$ cat config.mk
export PLATFORM = sky130hd
export DESIGN_NAME = axil_regfile_wr
export DESIGN_NICKNAME = d
export VERILOG_FILES = /design/src/rtl/axil_pkg.sv /design/src/rtl/axil_regfile_decode.sv /design/src/rtl/axil_regfile_wr.sv
export SDC_FILE = /design/constraint.sdc
export NUM_CORES = 1
export LEC_CHECK = 0
export CORE_AREA = 2 2 234 236
export DETAILED_ROUTE_END_ITERATION = 6
export DIE_AREA = 0 0 236 238
export PLACE_DENSITY = 0.75
export SLEW_MARGIN = 20
export SYNTH_ARGS = -nofsm -noshare
export SYNTH_HDL_FRONTEND = slang
export SYNTH_HIERARCHICAL = 1
export SYNTH_SLANG_ARGS = --single-unit
$ cat constraint.sdc
create_clock -name aclk -period 10.5 [get_ports aclk]
set_clock_uncertainty 0.05 [all_clocks]
set_input_delay 1.575 -clock aclk [delete_from_list [all_inputs] [get_ports aclk]]
set_output_delay 1.575 -clock aclk [all_outputs]
set_load 0.02 [all_outputs]
$ cat src/rtl/axil_pkg.sv
// -----------------------------------------------------------------------------
// axil_pkg
// Shared definitions for the AXI4-Lite register-file write slice:
//   RESP_OKAY / RESP_SLVERR : B-channel response codes
//   axil_wr_state_e         : write-path FSM state type
//   idx_width()             : register index width, never below 1 bit
// -----------------------------------------------------------------------------
package axil_pkg;

   localparam logic [1:0] RESP_OKAY   = 2'b00;
   localparam logic [1:0] RESP_SLVERR = 2'b10;

   typedef enum logic [1:0] {
      IDLE   = 2'd0,
      GOT_AW = 2'd1,
      GOT_W  = 2'd2,
      RESP   = 2'd3
   } axil_wr_state_e;

   // A single-register file still needs a 1-bit index signal.
   function automatic int unsigned idx_width(input int unsigned n);
      return (n > 1) ? $clog2(n) : 1;
   endfunction

endpackage

$ cat src/rtl/axil_regfile_decode.sv
// -----------------------------------------------------------------------------
// axil_regfile_decode
// Purely combinational byte-address to register-index decode.
//   i_addr  : byte address from the AW channel
//   o_idx   : register index = (i_addr - BASE_ADDR) >> log2(DATA_WIDTH/8)
//   o_valid : address is at/above BASE_ADDR, word aligned and inside the file
// -----------------------------------------------------------------------------
module axil_regfile_decode
   import axil_pkg::*;
#(
   parameter int unsigned              ADDR_WIDTH = 32,
   parameter int unsigned              DATA_WIDTH = 32,
   parameter int unsigned              NUM_REGS   = 16,
   parameter logic [ADDR_WIDTH-1:0]    BASE_ADDR  = '0,
   parameter int unsigned              IDX_W      = idx_width(NUM_REGS)
) (
   input  logic [ADDR_WIDTH-1:0] i_addr,
   output logic [IDX_W-1:0]      o_idx,
   output logic                  o_valid
);

   localparam int unsigned            LSB        = $clog2(DATA_WIDTH / 8);
   localparam logic [ADDR_WIDTH:0]    BASE_EXT   = {1'b0, BASE_ADDR};
   localparam logic [ADDR_WIDTH:0]    COUNT_EXT  = (ADDR_WIDTH + 1)'(NUM_REGS);
   localparam logic [ADDR_WIDTH-1:0]  ALIGN_MASK = ADDR_WIDTH'((64'd1 << LSB) - 64'd1);

   logic [ADDR_WIDTH:0] w_offset;
   logic [ADDR_WIDTH:0] w_word;

   // One extra bit on the subtraction: a set MSB means the address was below
   // BASE_ADDR, so low addresses cannot wrap into the register range.
   assign w_offset = {1'b0, i_addr} - BASE_EXT;
   assign w_word   = w_offset >> LSB;
   assign o_idx    = w_word[IDX_W-1:0];
   assign o_valid  = !w_offset[ADDR_WIDTH]
                     && (w_word < COUNT_EXT)
                     && ((i_addr & ALIGN_MASK) == '0);

endmodule

$ cat src/rtl/axil_regfile_wr.sv
// -----------------------------------------------------------------------------
// axil_regfile_wr
// AXI4-Lite write-only slave in front of a flat register file.
//   aclk, aresetn        : clock, asynchronous active-low reset
//   s_axil_aw*           : write address channel (byte address)
//   s_axil_w*            : write data channel with byte strobes
//   s_axil_b*            : write response channel
//   reg_o[NUM_REGS]      : current register contents
//   wr_pulse_o           : one-cycle one-hot strobe per register written
// AW and W may arrive in either order or together; the write, the pulse and
// bvalid all happen on the edge that completes the second handshake.
// Build option: define AXIL_REGFILE_WR_SLVERR_EN to answer invalid accesses
// with SLVERR instead of OKAY (they are dropped either way).
// -----------------------------------------------------------------------------
module axil_regfile_wr
   import axil_pkg::*;
#(
   parameter int unsigned                 AXI_DATA_WIDTH = 32,
   parameter int unsigned                 AXI_ADDR_WIDTH = 32,
   parameter int unsigned                 NUM_REGS       = 16,
   parameter logic [AXI_ADDR_WIDTH-1:0]   BASE_ADDR      = '0
) (
   input  logic                            aclk,
   input  logic                            aresetn,
   input  logic [AXI_ADDR_WIDTH-1:0]       s_axil_awaddr,
   input  logic                            s_axil_awvalid,
   output logic                            s_axil_awready,
   input  logic [AXI_DATA_WIDTH-1:0]       s_axil_wdata,
   input  logic [AXI_DATA_WIDTH/8-1:0]     s_axil_wstrb,
   input  logic                            s_axil_wvalid,
   output logic                            s_axil_wready,
   output logic [1:0]                      s_axil_bresp,
   output logic                            s_axil_bvalid,
   input  logic                            s_axil_bready,
   output logic [AXI_DATA_WIDTH-1:0]       reg_o [NUM_REGS],
   output logic [NUM_REGS-1:0]             wr_pulse_o
);

   localparam int unsigned STRB_W = AXI_DATA_WIDTH / 8;
   localparam int unsigned IDX_W  = idx_width(NUM_REGS);

   axil_wr_state_e r_state;
   axil_wr_state_e w_state_nxt;

   logic                        r_awready;
   logic                        r_wready;
   logic                        r_bvalid;
   logic [1:0]                  r_bresp;
   logic [AXI_ADDR_WIDTH-1:0]   r_awaddr;
   logic [AXI_DATA_WIDTH-1:0]   r_wdata;
   logic [STRB_W-1:0]           r_wstrb;
   logic [AXI_DATA_WIDTH-1:0]   r_regs [NUM_REGS];
   logic [NUM_REGS-1:0]         r_wr_pulse;

   logic                        w_aw_hs;
   logic                        w_w_hs;
   logic                        w_commit;
   logic [AXI_ADDR_WIDTH-1:0]   w_awaddr_eff;
   logic [AXI_DATA_WIDTH-1:0]   w_wdata_eff;
   logic [STRB_W-1:0]           w_wstrb_eff;
   logic [IDX_W-1:0]            w_dec_idx;
   logic                        w_dec_valid;
   logic [1:0]                  w_bresp_nxt;
   logic [NUM_REGS-1:0]         w_wr_sel;

   assign w_aw_hs = s_axil_awvalid && r_awready;
   assign w_w_hs  = s_axil_wvalid && r_wready;

   // On the completing edge one side comes straight off the bus (its holding
   // register is not loaded yet), so select live vs. held per channel.
   assign w_awaddr_eff = w_aw_hs ? s_axil_awaddr : r_awaddr;
   assign w_wdata_eff  = w_w_hs  ? s_axil_wdata  : r_wdata;
   assign w_wstrb_eff  = w_w_hs  ? s_axil_wstrb  : r_wstrb;

   axil_regfile_decode #(
      .ADDR_WIDTH (AXI_ADDR_WIDTH),
      .DATA_WIDTH (AXI_DATA_WIDTH),
      .NUM_REGS   (NUM_REGS),
      .BASE_ADDR  (BASE_ADDR),
      .IDX_W      (IDX_W)
   ) u_decode (
      .i_addr  (w_awaddr_eff),
      .o_idx   (w_dec_idx),
      .o_valid (w_dec_valid)
   );

`ifdef AXIL_REGFILE_WR_SLVERR_EN
   assign w_bresp_nxt = w_dec_valid ? RESP_OKAY : RESP_SLVERR;
`else
   assign w_bresp_nxt = RESP_OKAY;
`endif

   // Next-state and commit decode
   always_comb begin
      w_state_nxt = r_state;
      w_commit    = 1'b0;
      case (r_state)
         IDLE: begin
            if (w_aw_hs && w_w_hs) begin
               w_state_nxt = RESP;
               w_commit    = 1'b1;
            end else if (w_aw_hs) begin
               w_state_nxt = GOT_AW;
            end else if (w_w_hs) begin
               w_state_nxt = GOT_W;
            end
         end
         GOT_AW: begin
            if (w_w_hs) begin
               w_state_nxt = RESP;
               w_commit    = 1'b1;
            end
         end
         GOT_W: begin
            if (w_aw_hs) begin
               w_state_nxt = RESP;
               w_commit    = 1'b1;
            end
         end
         RESP: begin
            if (r_bvalid && s_axil_bready) begin
               w_state_nxt = IDLE;
            end
         end
         default: w_state_nxt = IDLE;
      endcase
   end

   // Per-register write select; an all-zero strobe selects nothing
   always_comb begin
      w_wr_sel = '0;
      for (int unsigned r = 0; r < NUM_REGS; r++) begin
         w_wr_sel[r] = w_commit && w_dec_valid && (|w_wstrb_eff)
                       && (w_dec_idx == IDX_W'(r));
      end
   end

   // State register; readies are registered from the next state
   always_ff @(posedge aclk or negedge aresetn) begin
      if (!aresetn) begin
         r_state   <= IDLE;
         r_awready <= 1'b0;
         r_wready  <= 1'b0;
      end else begin
         r_state   <= w_state_nxt;
         r_awready <= (w_state_nxt == IDLE) || (w_state_nxt == GOT_W);
         r_wready  <= (w_state_nxt == IDLE) || (w_state_nxt == GOT_AW);
      end
   end

   // Holding registers for whichever channel handshakes first
   always_ff @(posedge aclk or negedge aresetn) begin
      if (!aresetn) begin
         r_awaddr <= '0;
         r_wdata  <= '0;
         r_wstrb  <= '0;
      end else begin
         if (w_aw_hs) begin
            r_awaddr <= s_axil_awaddr;
         end
         if (w_w_hs) begin
            r_wdata <= s_axil_wdata;
            r_wstrb <= s_axil_wstrb;
         end
      end
   end

   // Response channel; bresp only changes on a commit so it is stable while stalled
   always_ff @(posedge aclk or negedge aresetn) begin
      if (!aresetn) begin
         r_bvalid <= 1'b0;
         r_bresp  <= RESP_OKAY;
      end else if (w_commit) begin
         r_bvalid <= 1'b1;
         r_bresp  <= w_bresp_nxt;
      end else if (r_bvalid && s_axil_bready) begin
         r_bvalid <= 1'b0;
      end
   end

   // Register file with byte-lane merge, plus the write pulse
   always_ff @(posedge aclk or negedge aresetn) begin
      if (!aresetn) begin
         for (int unsigned r = 0; r < NUM_REGS; r++) begin
            r_regs[r] <= '0;
         end
         r_wr_pulse <= '0;
      end else begin
         for (int unsigned r = 0; r < NUM_REGS; r++) begin
            for (int unsigned b = 0; b < STRB_W; b++) begin
               if (w_wr_sel[r] && w_wstrb_eff[b]) begin
                  r_regs[r][8*b +: 8] <= w_wdata_eff[8*b +: 8];
               end
            end
         end
         r_wr_pulse <= w_wr_sel;
      end
   end

   assign s_axil_awready = r_awready;
   assign s_axil_wready  = r_wready;
   assign s_axil_bvalid  = r_bvalid;
   assign s_axil_bresp   = r_bresp;
   assign reg_o          = r_regs;
   assign wr_pulse_o     = r_wr_pulse;

endmodule

==> qor.txt <==
Outcome = finished, final reports clean
Dominant cells by area after synthesis = dfrtp_1, mux2_2, nor4_4
# hold bufs at CTS = 0
Fin Setup TNS = 0 ns
RSZ-0062 raised after global routing = false
Total track usage = 25.16%
Detailed Routing Iterations Pass 1 = 4
Flops & latches, synth = 601
Synth top area share = 64.00%
Initial drt markers = 679
H-tree depth = 2
Initial Util = 43.93%
Synth cell types = 41
Hold path start = r_awaddr[19]
CTS resizes = 0
Crit Path Max Fanout = 32
CTS Buf Count = 59
Post-synth ARST share = 100.0%
Yosys warning count = 6
IO buf count = 603
Fmax = 173.9 MHz
PD cells = 179.9 nW/um^2
Area delta synth->final = 37.22%
Layout cell share with drive strength beyond 1 = 37.57%
Post-synth EDFFs = 0
Final hold violations = 0
Hold crit path type = reg -> reg
Worst hold margin = 0.4441 ns
Via count of the first global-routing pass = 15650
Final Net Count = 2071
Setup Buffers After CTS = 0
Non-filler cells, final = 2745
Hold endpoint = r_awaddr[19]
Reg2reg setup slack = 5.73 ns
Slew headroom = 27.81%
Routed WL per cell = 25.89 um
Most common cell in the synthesized netlist = dfrtp_1
GP Congestion = 0.7842
Crit path kind = in -> reg
CTS tree = built
R2r endpoint = reg_o[118]
Via count = 14610
Final instance area = 32250 um^2
Most instantiated cells after synthesis = dfrtp_1, mux2_2, nor4_4
Placed cells = 2632
Synth area leader = dfrtp_1
FF-to-FF path depth = 9
Root buffer cell = clkbuf_16
Max-slew violations = 0
Row Count = 85
Clock Tree Buf Depth = 3
Hpwl dp = 49.89 mm
Max Cap Viol = 0
Least-Margin Pin Slew = 1.060 ns
Vias per cell = 5.323
I/O pins = 606
Die Height = 238 um
Core box area = 53500 um^2
VDD IR max = 0.0001689 V
CP Launch Type = input pin
Skew-Pair Late Insertion Delay = 0.61 ns
Clk slew on worst S/H paths = 0.06 ns
Worst hold stages = 1
Final ANT Viol Nets = 0
DP Area = 30210 um^2
Gate Count Post-Synth = 1387
Primary FF master, synth = dfrtp_1
Seq/Total Area, Yosys = 64.00%
Reg2reg start = s_axil_awready
Die area = 56170 um^2
Min Tclk post-route = 5.751 ns
Final setup vio count = 0
CP endpoint kind = flip-flop
Drt drc = 0
Clock sinks = 601
Avg Inst Size Synth = 16.94 um^2
Chip width = 236 um
Initial antenna violation count = 4
Total Routed Length = 71.08 mm
Required @ worst endpoint = 10.94 ns
Tcrit/Tclk final = 54.78%
Gr ovfl total = 0
Largest net degree at the start of global routing = 191
Leakage = 0.01492 uW
Worst EP arrival = 6.20 ns
First-pass GRT wire length = 105.1 mm
Synth Cell Area = 23500 um^2
==> power by group <==
| part | switching, uW | total (uW) | leakage, uW | internal [uW] |
|---|---|---|---|---|
| clock network | 897 | 2180 | 0.000981 | 1280 |
| registers | 53.2 | 2510 | 0.00824 | 2460 |
| logic | 873 | 1120 | 0.00570 | 243 |
| total | 1820 | 5800 | 0.0149 | 3980 |
==> worst max path at each step <==
stage	from	end	cells past startpoint
6_report	s_axil_awvalid	reg_o[118]	10
5_1_grt	s_axil_awvalid	reg_o[117]	10
4_1_cts	s_axil_awvalid	reg_o[98]	10
3_5_place_dp	s_axil_awvalid	reg_o[98]	10
3_3_place_gp	s_axil_awvalid	reg_o[440]	10
2_1_floorplan	s_axil_awvalid	reg_o[100]	10
==> placed cells by master, fill, tap and decap left out, types with 7 or more instances in the layout <==
cell and n:
clkinv_2 10, nand3_1 12, dfrtp_1 601, nor4_1 8, nor4_4 36, clkbuf_16 61
clkbuf_8 13, buf_4 7, mux2_2 576, nor3_2 9, clkdlybuf4s50_1 602, nor3_1 10
nand3_2 8, nand4_2 12, clkbuf_1 14
==> state kept, by name, summed over array words and instances (netlist names) <==
name	flops
reg_o	512
r_awaddr	32
r_wdata	32
wr_pulse_o	16
r_wstrb	4
r_state	2
s_axil_awready	1
s_axil_bvalid	1
s_axil_wready	1
==> layout make-up <==
type / count / area, um^2
clock buffers: 88 / 1758
fillers: 4038 / 21250
flip-flops and latches: 601 / 15040
repair buffers: 613 / 6153
multi-input cells: 716 / 8139
well taps: 696 / 870.8
diodes: 2 / 5.005
clock inverters: 22 / 255.2
inverters: 7 / 26.28
==> cell families (layout without fill, tap and decap cells) <==
logic type	count (synthesis)	count (layout)	share of synthesized area (%)
mux	582	582	27.89
buf+inv	71	730	1.693
flops	601	601	64.00
other cells	1	4	0.01596
compound gates	10	10	0.2929
simple gates	122	122	6.107
==> per-layer routing <==
metal | global-route usage [%] | up-vias | part of all wire [%]
met4 | 10.62 | 4 | 4.3
li1 | - | 6248 | -
met3 | 7.034 | 155 | 7.2
met1 | 31.86 | 7689 | 41
met2 | 40.80 | 515 | 48
met5 | 0 | - | 0.038
==> per-stage QoR <==
stage                     power, uW  setup slack [ns]  util (%)
after CTS                      5854             4.431     60.23
after detailed placement       3675             3.800     56.47
after global placement         3653             3.949     56.47
final                          5802             4.749     60.28
after global routing           6040             4.555     60.27
after floorplan                3287             5.868         -
==> worst max-delay path, stage by stage <==
cell,delay (ns)
clkdlybuf4s50_1,0.45
nand2_2,0.56
mux2_2,0.42
nor4_1,0.37
nand4_1,0.16
nor2_1,0.38
nor3b_1,0.41
nand3_1,0.73
nor4_4,0.72
mux2_2,0.41
No activity file was read; power rests on OpenSTA's default activity.
